--- src/rtl/keypad_encoder.sv ---
// keypad_encoder: scans and debounces a 4x4 keypad, emitting one-cycle calculator key events.
// Define KPD_AUTOREPEAT_EN to auto-repeat held digit keys every REPEAT_CNT cycles.
module keypad_encoder #(
  parameter int SCAN_DIV = 1000,
  parameter int DEBOUNCE_CNT = 50000
`ifdef KPD_AUTOREPEAT_EN
  , parameter int REPEAT_CNT = 25000000
`endif
) (
  input  logic       clk,
  input  logic       reset,
  output logic [3:0] rows,
  input  logic [3:0] cols,
  output logic       is_num,
  output logic       is_op,
  output logic       is_eq,
  output logic       is_clr,
  output logic [3:0] num_val,
  output logic [1:0] op_val
);
  localparam int SW = $clog2(SCAN_DIV) + 1;
  localparam int DW = $clog2(DEBOUNCE_CNT) + 1;
  localparam logic [SW-1:0] S_LAST = SW'(SCAN_DIV - 1);
  localparam logic [DW-1:0] D_LAST = DW'(DEBOUNCE_CNT - 1);
  typedef enum logic [1:0] {SCAN, DEBOUNCE, EMIT, RELEASE} state_t;
  state_t state, state_n;
  logic [3:0] c1, col_s, dval;
  logic [1:0] r, r_n, c, c_n, pc;
  logic [SW-1:0] scan_cnt, scan_n;
  logic [DW-1:0] db_cnt, db_n;
  logic low, digit, go;
`ifdef KPD_AUTOREPEAT_EN
  localparam int RW = $clog2(REPEAT_CNT) + 1;
  localparam logic [RW-1:0] R_LAST = RW'(REPEAT_CNT - 1);
  logic [RW-1:0] rep_cnt, rep_n;
`endif
  assign rows = ~(4'b0001 << r);
  assign low = ~col_s[c];
  assign pc = ~col_s[0] ? 2'd0 : ~col_s[1] ? 2'd1 : ~col_s[2] ? 2'd2 : 2'd3;
  assign digit = (r != 2'd3 && c != 2'd3) || (r == 2'd3 && c == 2'd1);
  assign dval = r == 2'd3 ? 4'd0 : 4'(r) * 4'd3 + 4'(c) + 4'd1;
  assign go = state_n == EMIT;
  always_comb begin
    state_n = state;
    r_n = r;
    c_n = c;
    scan_n = scan_cnt;
    db_n = db_cnt;
`ifdef KPD_AUTOREPEAT_EN
    rep_n = rep_cnt;
`endif
    case (state)
      SCAN: begin
        scan_n = scan_cnt == S_LAST ? '0 : scan_cnt + 1'b1;
        if (scan_cnt == S_LAST && !(&col_s)) begin
          state_n = DEBOUNCE;
          c_n = pc;
        end else if (scan_cnt == S_LAST)
          r_n = r + 2'd1;
      end
      DEBOUNCE: begin
        db_n = !low || db_cnt == D_LAST ? '0 : db_cnt + 1'b1;
        state_n = !low ? SCAN : db_cnt == D_LAST ? EMIT : DEBOUNCE;
        r_n = !low ? r + 2'd1 : r;
      end
      EMIT: begin
        state_n = RELEASE;
`ifdef KPD_AUTOREPEAT_EN
        rep_n = RW'(1);
`endif
      end
      RELEASE: begin
        db_n = low || db_cnt == D_LAST ? '0 : db_cnt + 1'b1;
        state_n = !low && db_cnt == D_LAST ? SCAN : RELEASE;
        r_n = !low && db_cnt == D_LAST ? r + 2'd1 : r;
`ifdef KPD_AUTOREPEAT_EN
        // the EMIT cycle counts toward the hold, so repeats land exactly REPEAT_CNT apart
        rep_n = !low ? '0 : rep_cnt == R_LAST ? rep_cnt : rep_cnt + 1'b1;
        if (low && digit && rep_cnt == R_LAST)
          state_n = EMIT;
`endif
      end
    endcase
  end
  always_ff @(posedge clk or negedge reset)
    if (!reset) begin
      state <= SCAN;
      r <= '0;
      c <= '0;
      scan_cnt <= '0;
      db_cnt <= '0;
      c1 <= '1;
      col_s <= '1;
      {is_num, is_op, is_eq, is_clr} <= '0;
      num_val <= '0;
      op_val <= '0;
    end else begin
      state <= state_n;
      r <= r_n;
      c <= c_n;
      scan_cnt <= scan_n;
      db_cnt <= db_n;
      c1 <= cols;
      col_s <= c1;
      is_num <= go && digit;
      is_op <= go && c == 2'd3;
      is_eq <= go && r == 2'd3 && c == 2'd2;
      is_clr <= go && r == 2'd3 && c == 2'd0;
      num_val <= go && digit ? dval : num_val;
      op_val <= go && c == 2'd3 ? r : op_val;
    end
`ifdef KPD_AUTOREPEAT_EN
  always_ff @(posedge clk or negedge reset)
    if (!reset)
      rep_cnt <= '0;
    else
      rep_cnt <= rep_n;
`endif
endmodule

--- config.mk ---
export PLATFORM = sky130hd
export DESIGN_NAME = keypad_encoder
export DESIGN_NICKNAME = d
export VERILOG_FILES = /design/src/rtl/keypad_encoder.sv
export SDC_FILE = /design/constraint.sdc
export NUM_CORES = 1
export LEC_CHECK = 0
export CELL_PAD_IN_SITES_DETAIL_PLACEMENT = 2
export CELL_PAD_IN_SITES_GLOBAL_PLACEMENT = 2
export CORE_MARGIN = 2
export CORE_UTILIZATION = 40
export CTS_BUF_LIST = sky130_fd_sc_hd__clkbuf_2
export DETAILED_ROUTE_END_ITERATION = 10
export PLACE_DENSITY_LB_ADDON = 0.1
export SYNTH_ARGS = -nofsm -noshare
export SYNTH_HDL_FRONTEND = slang
export SYNTH_SLANG_ARGS = --single-unit
--- constraint.sdc ---
create_clock -name clk -period 2.6 [get_ports clk]
set_clock_uncertainty 0.1 [all_clocks]
set_input_delay 0.78 -clock clk [delete_from_list [all_inputs] [get_ports clk]]
set_output_delay 0.78 -clock clk [all_outputs]
set_load 0.005 [all_outputs]
==> results of run 1 <==
==> synthesized netlist by cell type, types with 3 or more instances <==
| library cell | instances | area (µm²) |
|---|---|---|
| dfrtp_1 | 44 | 1100 |
| nor2_1 | 30 | 113 |
| nand2_1 | 22 | 82.6 |
| inv_1 | 17 | 63.8 |
| nand3_1 | 15 | 75.1 |
| o21ai_0 | 14 | 70.1 |
| xor2_1 | 11 | 96.3 |
| ha_1 | 9 | 113 |
| nor3_1 | 9 | 45.0 |
| dfstp_2 | 8 | 210 |
| xnor2_1 | 8 | 70.1 |
| and3_1 | 5 | 31.3 |
| a21o_1 | 4 | 30.0 |
| nand4_1 | 4 | 25.0 |
| a21oi_1 | 3 | 15.0 |
| a22oi_1 | 3 | 22.5 |
| and4_1 | 3 | 26.3 |
| nor4_1 | 3 | 18.8 |
| o221ai_1 | 3 | 26.3 |
==> flip-flops by register name, summed over array words and instances (netlist names) <==
| name | flops |
|---|---|
| c | 2 |
| c1 | 4 |
| col_s | 4 |
| db_cnt | 17 |
| is_clr | 1 |
| is_eq | 1 |
| is_num | 1 |
| is_op | 1 |
| num_val | 4 |
| op_val | 2 |
| r | 2 |
| scan_cnt | 11 |
| state | 2 |
==> routing by layer <==
layer | global-route usage, % | up-vias | routed length [µm]
li1 | - | 959 | -
met1 | 23.6 | 1019 | 2890
met2 | 33.7 | 26 | 3350
met3 | 2.89 | 14 | 128
met4 | 6.93 | 0 | 180
met5 | 0 | - | 0
==> power breakdown <==
group	total, µW	switching, µW	internal, µW
sequential	826	3.29	823
clock	370	293	77.1
combinational	39.2	26.4	12.8
==> layout make-up <==
type	instances	area [µm²]	area share [%]
Inverter	17	63.8	2.06
Clock inverter	3	26.3	0.850
Sequential cell	52	1310	42.5
Clock buffer	5	25.0	0.809
Tap cell	77	96.3	3.12
Multi-Input combinational cell	181	1280	41.6
Timing Repair Buffer	31	282	9.11
==> per-stage QoR <==
| step | setup TNS (ns) | utilization (%) | total power [µW] | instance area, µm² |
|---|---|---|---|---|
| finish | 0 | 48.1 | 1240 | 3090 |
| global route | -0.0777 | 48.1 | 1290 | 3090 |
| CTS | 0 | 47.9 | 1250 | 3080 |
| detailed placement | 0 | 46.4 | 880 | 2980 |
| global placement | 0 | 46.4 | 878 | 2980 |
| floorplan | 0 | - | 849 | 2680 |
==> path summary, 6_finish.rpt <==
check                      startpoint  slack [ns]          end  cells past startpoint
hold / removal                  reset        0.16   db_cnt[11]                      1
min in group clk                c1[1]        0.28     col_s[1]                      0
setup / recovery                 r[0]        0.10   num_val[2]                      8
hold reg to reg                 c1[1]        0.28     col_s[1]                      0
setup reg to reg                 r[0]        0.10   num_val[2]                      8
max in group asynchronous       reset        1.54  scan_cnt[3]                      2
==> cell families after synthesis <==
| logic type | after synthesis | synth area share [%] |
|---|---|---|
| simple gates | 106 | 21.6 |
| buf+inv | 22 | 3.74 |
| xor+xnor | 20 | 7.24 |
| flops | 52 | 49.0 |
| fa+ha+maj | 11 | 5.70 |
| compound gates | 38 | 9.58 |
| mux | 6 | 3.18 |
==> placed cells by master (no fill, tap or decap), types with 9 or more instances in the layout <==
cell | synthesis | routed
buf_4 | 2 | 12
dfrtp_1 | 44 | 42
nor3_1 | 9 | 9
nor2_1 | 30 | 30
nand2_1 | 22 | 22
nand3_1 | 15 | 15
xor2_1 | 11 | 11
inv_1 | 17 | 14
clkdlybuf4s50_1 | 0 | 14
o21ai_0 | 14 | 14
==> timing repair <==
action	in CTS	in global routing
buffers inserted	4	0
gates resized for setup	8	4
endpoints found under the setup margin	4	4
==> worst max-delay path, stage by stage (launching register included) <==
cell and delay (ns):
dfrtp_2 0.51, buf_4 0.16, fa_1 0.55, inv_1 0.07, fa_1 0.37, xor2_1 0.19
nor4_2 0.21, a22oi_1 0.12, o221ai_1 0.17
==> metrics.txt, run 1 <==
ant diodes=0; Clock Latency Late Sink=0.45 ns; Port Buffers=19; Worst-Margin Slew=0.588 ns; Area growth, synth to finish=15.5%; Leak=approximately 0.0014 µW; non-filler cells, final=between 300 and 400; run status=complete, but fails checks; synth unique cells=52; Final setup viols=0; pin count of the biggest net entering global routing=25; hold_buf cts=0; flops & latches, synth=between 50 and 60; # Max-Cap Violations=0; CP Data Arrival Time=roughly 2.8 ns; vias per inst=5.51; Setup WS post-layout=0.102 ns; number of global-route vias before repair=2177; Fmax=400 MHz; H-tree depth=2; CTS root buf=clkbuf_2; WL/cell=roughly 18 µm; Iter 0 DRT Violations=44; post-synthesis cell area=2680 µm²; first-pass GRT wire length=10900 µm; initial core utilization=41.7%; drt drc=2; Final HPWL DP=4620 µm; total gr overflow=0; Synth async-reset ratio=100%; CP max FO=4; Hold Path Class=input pin to async pin; Slew HR=60.4%; DIE AREA=approximately 7400 µm²; post-synthesis sequential area ratio=between 40% and 50%; die height=between 80 and 90 µm; YS warnings=0; clock transition at the registers of the reported paths=0.29 ns; period utilisation layout=96.1%; Mapped Cells=255; final max-slew violation count=0; crit path kind=flop to flop; CTS Buf Count=5; Tmin final=2.50 ns; Final Hold Fails=0; row cnt=29; initial antenna violation count=0; post-route ant nets=0; via count=2018; failing checks=DRC; Routed WL=6550 µm; IO Pins=20; GP Congestion=around 0.8; RSZ-0062 raised after global routing=yes; first-pass detailed-route iteration total=9; nets@finish=305; EDFF count, synth=0; Hold WS=0.160 ns; Mapped Avg Cell Area=10.5 µm²; Synth Flop Type=dfrtp_1; Placed Instances=354; Synth Net Count=272; Crit. End Element=flop; Total GRT Usage=19.1%; fillers=697; fraction of layout cells with a size suffix above 1=19.4%; Placeable Area=6420 µm²; Max IR drop VDD=around 0.00027 V; CTS Sinks=between 50 and 60; Worst Path Required=2.90 ns; CP startpoint kind=flop; Power Density=400 nW/µm²; Max clock buf depth=2; Die W=85.8 µm; Place WS=0.145 ns; CTS tree=built
Note: power is estimated with default switching activity, not from simulation.
==> run 2: changes to the inputs <==
CTS_CLUSTER_DIAMETER = 150   (was unset)
==> results of run 2 <==
The final DEF is identical to that of run 1; final timing and power are the same.
